`config.mk`:
```
export PLATFORM = sky130hd
export DESIGN_NAME = seq_pattern_gen
export DESIGN_NICKNAME = d
export VERILOG_FILES = /design/src/rtl/seq_pattern_gen.sv
export SDC_FILE = /design/constraint.sdc
export NUM_CORES = 1
export LEC_CHECK = 0
export ABC_AREA = 0
export CORE_ASPECT_RATIO = 1.25
export CORE_MARGIN = 4
export CORE_UTILIZATION = 25
export DETAILED_ROUTE_END_ITERATION = 16
export PLACE_DENSITY = 0.55
export SYNTH_ARGS = -nofsm -noshare
export SYNTH_HDL_FRONTEND = slang
export SYNTH_SLANG_ARGS = --single-unit
```
`constraint.sdc`:
```
create_clock -name clk -period 6.5 [get_ports clk]
set_clock_uncertainty 0.05 [all_clocks]
set_input_delay 1.3 -clock clk [delete_from_list [all_inputs] [get_ports clk]]
set_output_delay 1.3 -clock clk [all_outputs]
set_load 0.03 [all_outputs]
```
`src/rtl/seq_pattern_gen.sv`:
```
// Serial pattern transmitter: shifts a captured PAT_W-bit pattern out MSB first, repeated N times with optional gaps.
// Latency: start sampled at edge k -> first bit on dout in the cycle after edge k; done pulses the cycle after the last bit.
// Backpressure: none; the stream runs at one bit per clock, and start is ignored unless IDLE. abort stops at the next edge.
//
// Ports:
//   clk, rst_n         clock (rising edge), asynchronous active-low reset
//   start, abort       transmission request (IDLE only) / immediate termination
//   pattern            bits to send, MSB first, captured on accepted start
//   repeat_cnt         number of repetitions, captured on accepted start
//   gap_len            idle cycles between repetitions, captured on accepted start
//   dout, dout_valid   serial bit and its qualifier (dout is 0 when not valid)
//   frame_start        first bit of each repetition
//   busy, done         SEND/GAP indicator, one-cycle completion pulse
module seq_pattern_gen #(
    parameter int PAT_W = 4,
    parameter int CNT_W = 4,
    parameter int GAP_W = 3
) (
    input  logic             clk,
    input  logic             rst_n,
    input  logic             start,
    input  logic             abort,
    input  logic [PAT_W-1:0] pattern,
    input  logic [CNT_W-1:0] repeat_cnt,
    input  logic [GAP_W-1:0] gap_len,
    output logic             dout,
    output logic             dout_valid,
    output logic             frame_start,
    output logic             busy,
    output logic             done
);

    localparam int IDX_W = (PAT_W > 1) ? $clog2(PAT_W) : 1;
    localparam logic [IDX_W-1:0] LAST_IDX = IDX_W'(PAT_W - 1);

    typedef enum logic [1:0] {
        S_IDLE = 2'd0,
        S_SEND = 2'd1,
        S_GAP  = 2'd2,
        S_DONE = 2'd3
    } state_t;

    state_t             state;
    state_t             next_state;

    logic [PAT_W-1:0]   shreg;      // bits still to send, MSB is the current bit
    logic [PAT_W-1:0]   pat_q;      // captured pattern, reloaded for each repetition
    logic [IDX_W-1:0]   bit_idx;    // index of the bit currently on dout
    logic [CNT_W-1:0]   reps_left;  // repetitions still owed, including the current one
    logic [GAP_W-1:0]   gap_q;      // captured gap length
    logic [GAP_W-1:0]   gap_cnt;    // gap cycles remaining, including the current one

    logic accept;
    logic last_bit;
    logic more_reps;
    logic gap_end;

    assign accept    = start & ~abort;
    assign last_bit  = (bit_idx == '0);
    // More than one repetition owed means another frame follows the current one.
    assign more_reps = (reps_left > CNT_W'(1));
    assign gap_end   = (gap_cnt <= GAP_W'(1));

    // State register
    always_ff @(posedge clk or negedge rst_n) begin
        if (!rst_n) begin
            state <= S_IDLE;
        end else begin
            state <= next_state;
        end
    end

    // Next-state logic
    always_comb begin
        next_state = state;
        unique case (state)
            S_IDLE: begin
                if (accept) begin
                    next_state = (repeat_cnt == '0) ? S_DONE : S_SEND;
                end
            end
            S_SEND: begin
                if (abort) begin
                    next_state = S_IDLE;
                end else if (last_bit) begin
                    if (!more_reps) begin
                        next_state = S_DONE;
                    end else if (gap_q != '0) begin
                        next_state = S_GAP;
                    end else begin
                        next_state = S_SEND;
                    end
                end
            end
            S_GAP: begin
                if (abort) begin
                    next_state = S_IDLE;
                end else if (gap_end) begin
                    next_state = S_SEND;
                end
            end
            S_DONE: begin
                next_state = S_IDLE;
            end
            default: begin
                next_state = S_IDLE;
            end
        endcase
    end

    // Datapath: shift register, bit index, repetition and gap counters
    always_ff @(posedge clk or negedge rst_n) begin
        if (!rst_n) begin
            shreg     <= '0;
            pat_q     <= '0;
            bit_idx   <= '0;
            reps_left <= '0;
            gap_q     <= '0;
            gap_cnt   <= '0;
        end else begin
            unique case (state)
                S_IDLE: begin
                    if (accept) begin
                        shreg     <= pattern;
                        pat_q     <= pattern;
                        bit_idx   <= LAST_IDX;
                        reps_left <= repeat_cnt;
                        gap_q     <= gap_len;
                        gap_cnt   <= '0;
                    end
                end
                S_SEND: begin
                    if (!abort) begin
                        if (last_bit) begin
                            // Saturating decrement: the counter never wraps below 0.
                            if (reps_left != '0) begin
                                reps_left <= reps_left - CNT_W'(1);
                            end
                            if (more_reps && (gap_q == '0)) begin
                                // Back-to-back frame: reload with no bubble.
                                shreg   <= pat_q;
                                bit_idx <= LAST_IDX;
                            end else if (more_reps) begin
                                gap_cnt <= gap_q;
                            end
                        end else begin
                            shreg   <= shreg << 1;
                            bit_idx <= bit_idx - IDX_W'(1);
                        end
                    end
                end
                S_GAP: begin
                    if (!abort) begin
                        if (gap_end) begin
                            shreg   <= pat_q;
                            bit_idx <= LAST_IDX;
                            gap_cnt <= '0;
                        end else begin
                            gap_cnt <= gap_cnt - GAP_W'(1);
                        end
                    end
                end
                default: begin
                end
            endcase
        end
    end

    // Moore outputs: decoded from registered state only, so no input reaches an output
    // combinationally, and reset clears every output immediately.
    always_comb begin
        dout        = 1'b0;
        dout_valid  = 1'b0;
        frame_start = 1'b0;
        busy        = 1'b0;
        done        = 1'b0;
        unique case (state)
            S_SEND: begin
                dout        = shreg[PAT_W-1];
                dout_valid  = 1'b1;
                frame_start = (bit_idx == LAST_IDX);
                busy        = 1'b1;
            end
            S_GAP: begin
                busy = 1'b1;
            end
            S_DONE: begin
                done = 1'b1;
            end
            default: begin
            end
        endcase
    end

endmodule

```
==> flow_summary.json <==
{
  "status": "finished, final reports clean",
  "leakagePower_nw": 0.776,
  "fin_nets": 192,
  "cts_buffers": 3,
  "start_util_pct": 25.9,
  "overflow": 0,
  "final_common_cell": "dfrtp_1",
  "ys_ff_latch": 22,
  "hold_viol": 0,
  "setup_viol_count_final": 0,
  "crit_buf_inv": 2,
  "path_cells": "inv_1 > ha_1 > and2_1 > clkdlybuf4s50_1",
  "min_period_over_period_pct": 55.9,
  "die_area_um2": 7330,
  "combinationalPowerShare_pct": 61.5,
  "fp-row-count": 31,
  "fillers": 608,
  "cts_tree": "yes",
  "clockPowerShare_pct": 9.6,
  "cp_top_family": "buffers and inverters",
  "route.detailed.drc": 0,
  "hp-class": "register to register",
  "vias": 1134,
  "finalMaxSlewViolations": 0,
  "p_int_uw": 513,
  "synth_cell_types": 43,
  "portBuffers": 19,
  "cts_setup_buffers": 0,
  "final_util_pct": 31.0,
  "clk_pin_slew_ns": 0.08,
  "crit_required_ns": 5.15,
  "rsz0062_at_grt": "false",
  "drt_first_pass_iters": 4,
  "maxSlewHeadroom_pct": 32.5,
  "fin_cells": 229,
  "clockRootBuffer": "clkbuf_8",
  "clock_path_buffers": 2,
  "io_pins": 20,
  "synth_top_area_share_pct": 36.6,
  "synth_area_um2": 1510,
  "fin_tns_setup_ns": 0,
  "grt_pass1_vias": 1219,
  "setup.worst_path.end": "frame_start",
  "hold_buffers": 0,
  "die_y_um": 94.8,
  "grt_pass1_wl_mm": 5.59,
  "vdd_drop_max_uv": 180,
  "reg2reg_slack_ns": 4.13,
  "cts_resized": 0,
  "rr_endpoint": "gap_cnt[1]",
  "cp.arrival_ns": 2.28,
  "drv_cap": 0,
  "dp_cells": 226,
  "initialDrtViolationCount": 29,
  "ys_seq_area_share_pct": 36.6,
  "tightest_slew_ns": 1.01,
  "rr_startpoint": "state[1]",
  "p_sw_share_pct": 42.7,
  "rr_worst_depth": 6,
  "multi_input_comb_area_um2": 887,
  "grt_max_degree": 23,
  "syn_inst": 144,
  "end_kind": "output pin",
  "power_switching_uw": 382,
  "crit_path_top_delay_cell": "clkdlybuf4s50_1",
  "drive_gt1_share_pct": 19.0,
  "syn-num-nets": 171,
  "via_per_inst": 4.95,
  "layout_common_cells": "22 x dfrtp_1, 19 x clkdlybuf4s50_1, 14 x inv_1",
  "power.share.sequential_pct": 28.9,
  "yosysWarnings": 0,
  "fmax_mhz": 275,
  "cts-htree-levels": 1,
  "cts_sinks": 22,
  "gp_congestion": 0.725,
  "regArea_um2": 551,
  "antenna_found_initial": 0,
  "postSynthAreaPerCell_um2": 10.5,
  "post-route-min-period_ns": 3.63,
  "p_per_area_nw_per_um2": 496,
  "grtUsageTotal_pct": 9.25,
  "coreArea_um2": 5820,
  "post_drt_wl_per_cell_um": 14.1,
  "area_growth_pct": 19.9,
  "totalWireLength_mm": 3.22,
  "path_depth": 4,
  "die_w_um": 77.4,
  "crit_type": "register to output pin",
  "synth.area.top_cells": "dfrtp_1 37%, ha_1 10%, mux2_2 7.5%, mux2_4 5.0%, inv_1 3.5%",
  "postRouteAntennaNets": 0,
  "place_hpwl_mm": 2.51,
  "yosys.area.top_type": "dfrtp_1",
  "insertion_delay_ns": 0.26,
  "cp_max_fo": 21,
  "antenna-diode-count": 0,
  "startpoint": "state[1]",
  "slowest_delay_ns": 0.66,
  "startpoint_type": "register"
}
[state kept, by name, summed over array words and instances (netlist names)]
signal,cells
reps_left,4
state,2
gap_q,3
gap_cnt,3
shreg,4
pat_q,4
bit_idx,2
[per-stage QoR]
| step | setup slack (ns) | hold WS, ns | instance area (µm²) | power (mW) |
|---|---|---|---|---|
| after global placement | 3.16 | 0.441 | 1760 | 0.817 |
| after floorplan | 3.60 | 0.417 | 1510 | 0.686 |
| final | 2.87 | 0.461 | 1800 | 0.895 |
| after global routing | 2.71 | 0.467 | 1800 | 0.973 |
| after detailed placement | 3.12 | 0.444 | 1760 | 0.820 |
| after CTS | 2.84 | 0.465 | 1800 | 0.908 |
[cell usage after synthesis (all sizes together)]
master    n
or3       1
o2111ai   1
or2       3
mux2i     2
a2111oi   1
o41ai     1
buf       3
dfrtp    22
o22ai     2
o211ai    2
o21ai     4
mux2     16
nor3b     1
and2      7
nand2     8
nor3      2
a31o      2
a221oi    3
nand3     2
nor2b     1
a211oi    1
ha       12
and3      1
nor2     10
nor4      1
inv      14
a21o      1
o21ba     1
a41o      1
a22oi     2
a41oi     1
a21oi     5
a31oi     3
o221a     2
nand2b    2
or4       2
nor4b     1
[cell type report]
cell class / count / area share [%]
multi-input combinational: 105 / 49.2
tap: 66 / 4.58
clock buffer: 3 / 2.29
timing repair buffer: 19 / 10.5
sequential: 22 / 30.5
inverter: 14 / 2.91
[per-layer routing]
| metal | vias to the layer above | GRT usage [%] | share of wire, % |
|---|---|---|---|
| li1 | 565 | - | - |
| met1 | 549 | 11.1 | 46 |
| met2 | 18 | 16.7 | 50 |
| met3 | 2 | 1.81 | 3.8 |
| met4 | 0 | 2.67 | 0.65 |
| met5 | - | 0 | 0 |
[cell families after synthesis]
logic type,after synthesis,share of synthesized area (%)
simple gates,42,15.1
compound gates,33,19.3
flops,22,36.6
mux,18,14.5
buf+inv,17,4.49
fa+ha+maj,12,9.97
[worst register-to-register path: cells and delay by family, from the launching register on]
family	cells	cell delay, ns
fa+ha+maj	1	0.43
mux	1	0.33
compound gates	1	0.26
buf+inv	1	0.09
simple gates	2	0.71
flops	1	0.39
[worst min path at each step]
stage	slack [ns]	cells after the start	from	endpoint
after detailed placement	0.44	1	shreg[3]	shreg[3]
after floorplan	0.42	1	bit_idx[0]	bit_idx[0]
after global placement	0.44	1	pat_q[0]	pat_q[0]
final	0.46	1	pat_q[0]	pat_q[0]
after global routing	0.47	1	pat_q[0]	pat_q[0]
after CTS	0.47	1	pat_q[0]	pat_q[0]
[power groups by stage]
stage               registers (mW)  clock network, mW  logic (mW)
global route                 0.267             0.0931       0.613
floorplan                    0.247                  0       0.440
CTS                          0.259             0.0896       0.560
detailed placement           0.261                  0       0.559
global placement             0.261                  0       0.556
finish                       0.259             0.0858       0.551
Note: power is estimated with default switching activity, not from simulation.
==> RTL edit, RTL diff (same flow settings) <==
Encoding of `state_t`: now Gray code (2 bits for 4 states).
--- a/src/rtl/seq_pattern_gen.sv
+++ b/src/rtl/seq_pattern_gen.sv
@@ -34,10 +34,10 @@
     localparam logic [IDX_W-1:0] LAST_IDX = IDX_W'(PAT_W - 1);
 
     typedef enum logic [1:0] {
-        S_IDLE = 2'd0,
-        S_SEND = 2'd1,
-        S_GAP  = 2'd2,
-        S_DONE = 2'd3
+        S_IDLE = 2'b00,
+        S_SEND = 2'b01,
+        S_GAP  = 2'b11,
+        S_DONE = 2'b10
     } state_t;
 
     state_t             state;
Function: same outputs for any inputs over 10 cycles, from zero or initial values and one cycle with rst_n low; not proved beyond that.
==> RTL edit against the unedited design <==
Count of clock-buffer cells in the layout is 1 higher. Synthesized area is 9.6% lower. Critical path type unchanged. Routed wire length decreased by 7.9%. Sequential cell count unchanged. Die area fell by 8.8%. Cell area down 8.8%. Worst setup slack worse by 0.11 ns. Register-to-register slack got worse by 0.05 ns.
Power is not compared: it rests on default switching activity, and its combinational part moved more than twofold at a synthesized area within 25%.
==> RTL edit: results (changes against the unedited design) <==
<table>
<tr><th>Metric</th><th>Value</th></tr>
<tr><th colspan="2">Timing</th></tr>
<tr><td>Slew at the pin closest to its max-slew limit</td><td>1.00 ns (was 1.01 ns)</td></tr>
<tr><td>Final hold slack</td><td>0.465 ns (was 0.461 ns)</td></tr>
<tr><th colspan="2">Placed design</th></tr>
<tr><td>Cells after DPL</td><td>209 (was 226)</td></tr>
<tr><td>HPWL Detailed</td><td>2210 µm (was 2510 µm)</td></tr>
<tr><td>Area after detailed placement</td><td>1590 µm² (was 1760 µm²)</td></tr>
<tr><td>Post-Place Setup Slack</td><td>3.03 ns (was 3.12 ns)</td></tr>
<tr><th colspan="2">Global routing</th></tr>
<tr><td>Global-route wire length before repair</td><td>5060 µm (was 5590 µm)</td></tr>
<tr><td>Met1 track demand over resource in global routing</td><td>12.6% (was 11.1%)</td></tr>
<tr><td>GRT Overall Usage</td><td>9.70% (was 9.25%)</td></tr>
<tr><td>Via count of the first global-routing pass</td><td>1074 (was 1219)</td></tr>
<tr><td>Largest net degree at the start of global routing</td><td>24 (was 23)</td></tr>
<tr><th colspan="2">Logic synthesis</th></tr>
<tr><td>Post-Syn Nets</td><td>157 (was 171)</td></tr>
<tr><td>Sequential-to-total area share from yosys stat</td><td>40.5% (was 36.6%)</td></tr>
<tr><td>Mean area per synthesized cell</td><td>10.1 µm² (was 10.5 µm²)</td></tr>
<tr><td>Top cells by area in the synthesized netlist</td><td>sky130_fd_sc_hd__dfrtp_1, sky130_fd_sc_hd__ha_1, sky130_fd_sc_hd__mux2_2 (unchanged)</td></tr>
<tr><td>Synth cell types</td><td>38 (was 43)</td></tr>
<tr><th colspan="2">Route</th></tr>
<tr><td>Final routed wire length divided by cell count</td><td>13.9 µm (was 14.1 µm)</td></tr>
<tr><td>Detailed Route Iter0 Violations</td><td>27 (was 29)</td></tr>
<tr><td>Number of vias after detailed routing</td><td>1049 (was 1134)</td></tr>
<tr><td>Vias/cell</td><td>4.92 (was 4.95)</td></tr>
<tr><th colspan="2">Setup path</th></tr>
<tr><td>Depth of the worst register-to-register path</td><td>4 (was 6)</td></tr>
<tr><td>Max Fanout on Critical Path</td><td>23 (was 21)</td></tr>
<tr><td>Register-to-Register Setup Slack</td><td>4.08 ns (was 4.13 ns)</td></tr>
<tr><td>Critical path arrival</td><td>2.39 ns (was 2.28 ns)</td></tr>
<tr><td>Slowest library cell on the worst path</td><td>sky130_fd_sc_hd__dfrtp_1 (was sky130_fd_sc_hd__clkdlybuf4s50_1)</td></tr>
<tr><th colspan="2">Finish</th></tr>
<tr><td>Fraction of layout instances using a drive strength above 1</td><td>11.9% (was 19.0%)</td></tr>
<tr><td>Post-layout net count</td><td>174 (was 192)</td></tr>
<tr><td>Area occupied by multi-input gates</td><td>727 µm² (was 887 µm²)</td></tr>
<tr><th colspan="2">Hold path</th></tr>
<tr><td>End point of the most critical hold path</td><td>pat_q[3]$_DFFE_PN0P_ (was pat_q[0]$_DFFE_PN0P_)</td></tr>
<tr><th colspan="2">Outcome</th></tr>
<tr><td>Result of the run</td><td>finished clean (unchanged)</td></tr>
</table>
-- RTL edit: cell count changes after synthesis, sizes merged, moves of 3 or more --
cell	unedited run	this run
a221oi	3	0
a2bb2oi	0	3
a31oi	3	0
and2	7	0
ha	12	7
mux2	16	12
mux2i	2	5
nand2	8	5
o21ai	4	10
o2bb2ai	0	4
or2	3	0
-- RTL edit: layout make-up --
cell class              instances  share of cell area, %
multi-input cells              94                   44.2
clock buffers                   4                   3.35
inverters                      12                   2.74
well taps                      62                   4.71
flip-flops and latches         22                   33.5
repair buffers                 19                   11.6
-- RTL edit: cell families after synthesis --
group | share of synthesized area [%]
flip-flops | 40.5
buffers and inverters | 6.07
AND/OR/NAND/NOR | 11.3
multiplexers | 15.0
AO/OA/AOI/OAI | 20.7
adder cells (fa/ha/maj) | 6.44
-- RTL edit: worst max path at each step --
stage | endpoint | slack [ns] | cells past startpoint
4_1_cts | dout_valid | 2.73 | 3
2_1_floorplan | dout | 3.96 | 3
3_3_place_gp | dout_valid | 3.10 | 3
3_5_place_dp | dout_valid | 3.03 | 3
5_1_grt | dout_valid | 2.57 | 3
6_report | dout_valid | 2.76 | 3
-- RTL edit: layer usage --
layer  wire (µm)  vias to the layer above
met3         160                        9
met4          85                        0
met1        1360                      492
met5           0                        -
li1            -                      524
met2        1360                       24
-- RTL edit: worst max-delay path, delay by kind of cell (launching register included) --
kind / cells / cell delay (ns)
buf+inv: 2 / 0.97
flops: 1 / 0.75
simple gates: 1 / 0.39
-- RTL edit: report_power, final --
part           total [mW]  switching, mW  leakage, nW  internal (mW)
Combinational       0.161         0.0798        0.440         0.0816
Clock              0.0989         0.0449       0.0288         0.0540
Sequential          0.211         0.0367        0.265          0.174
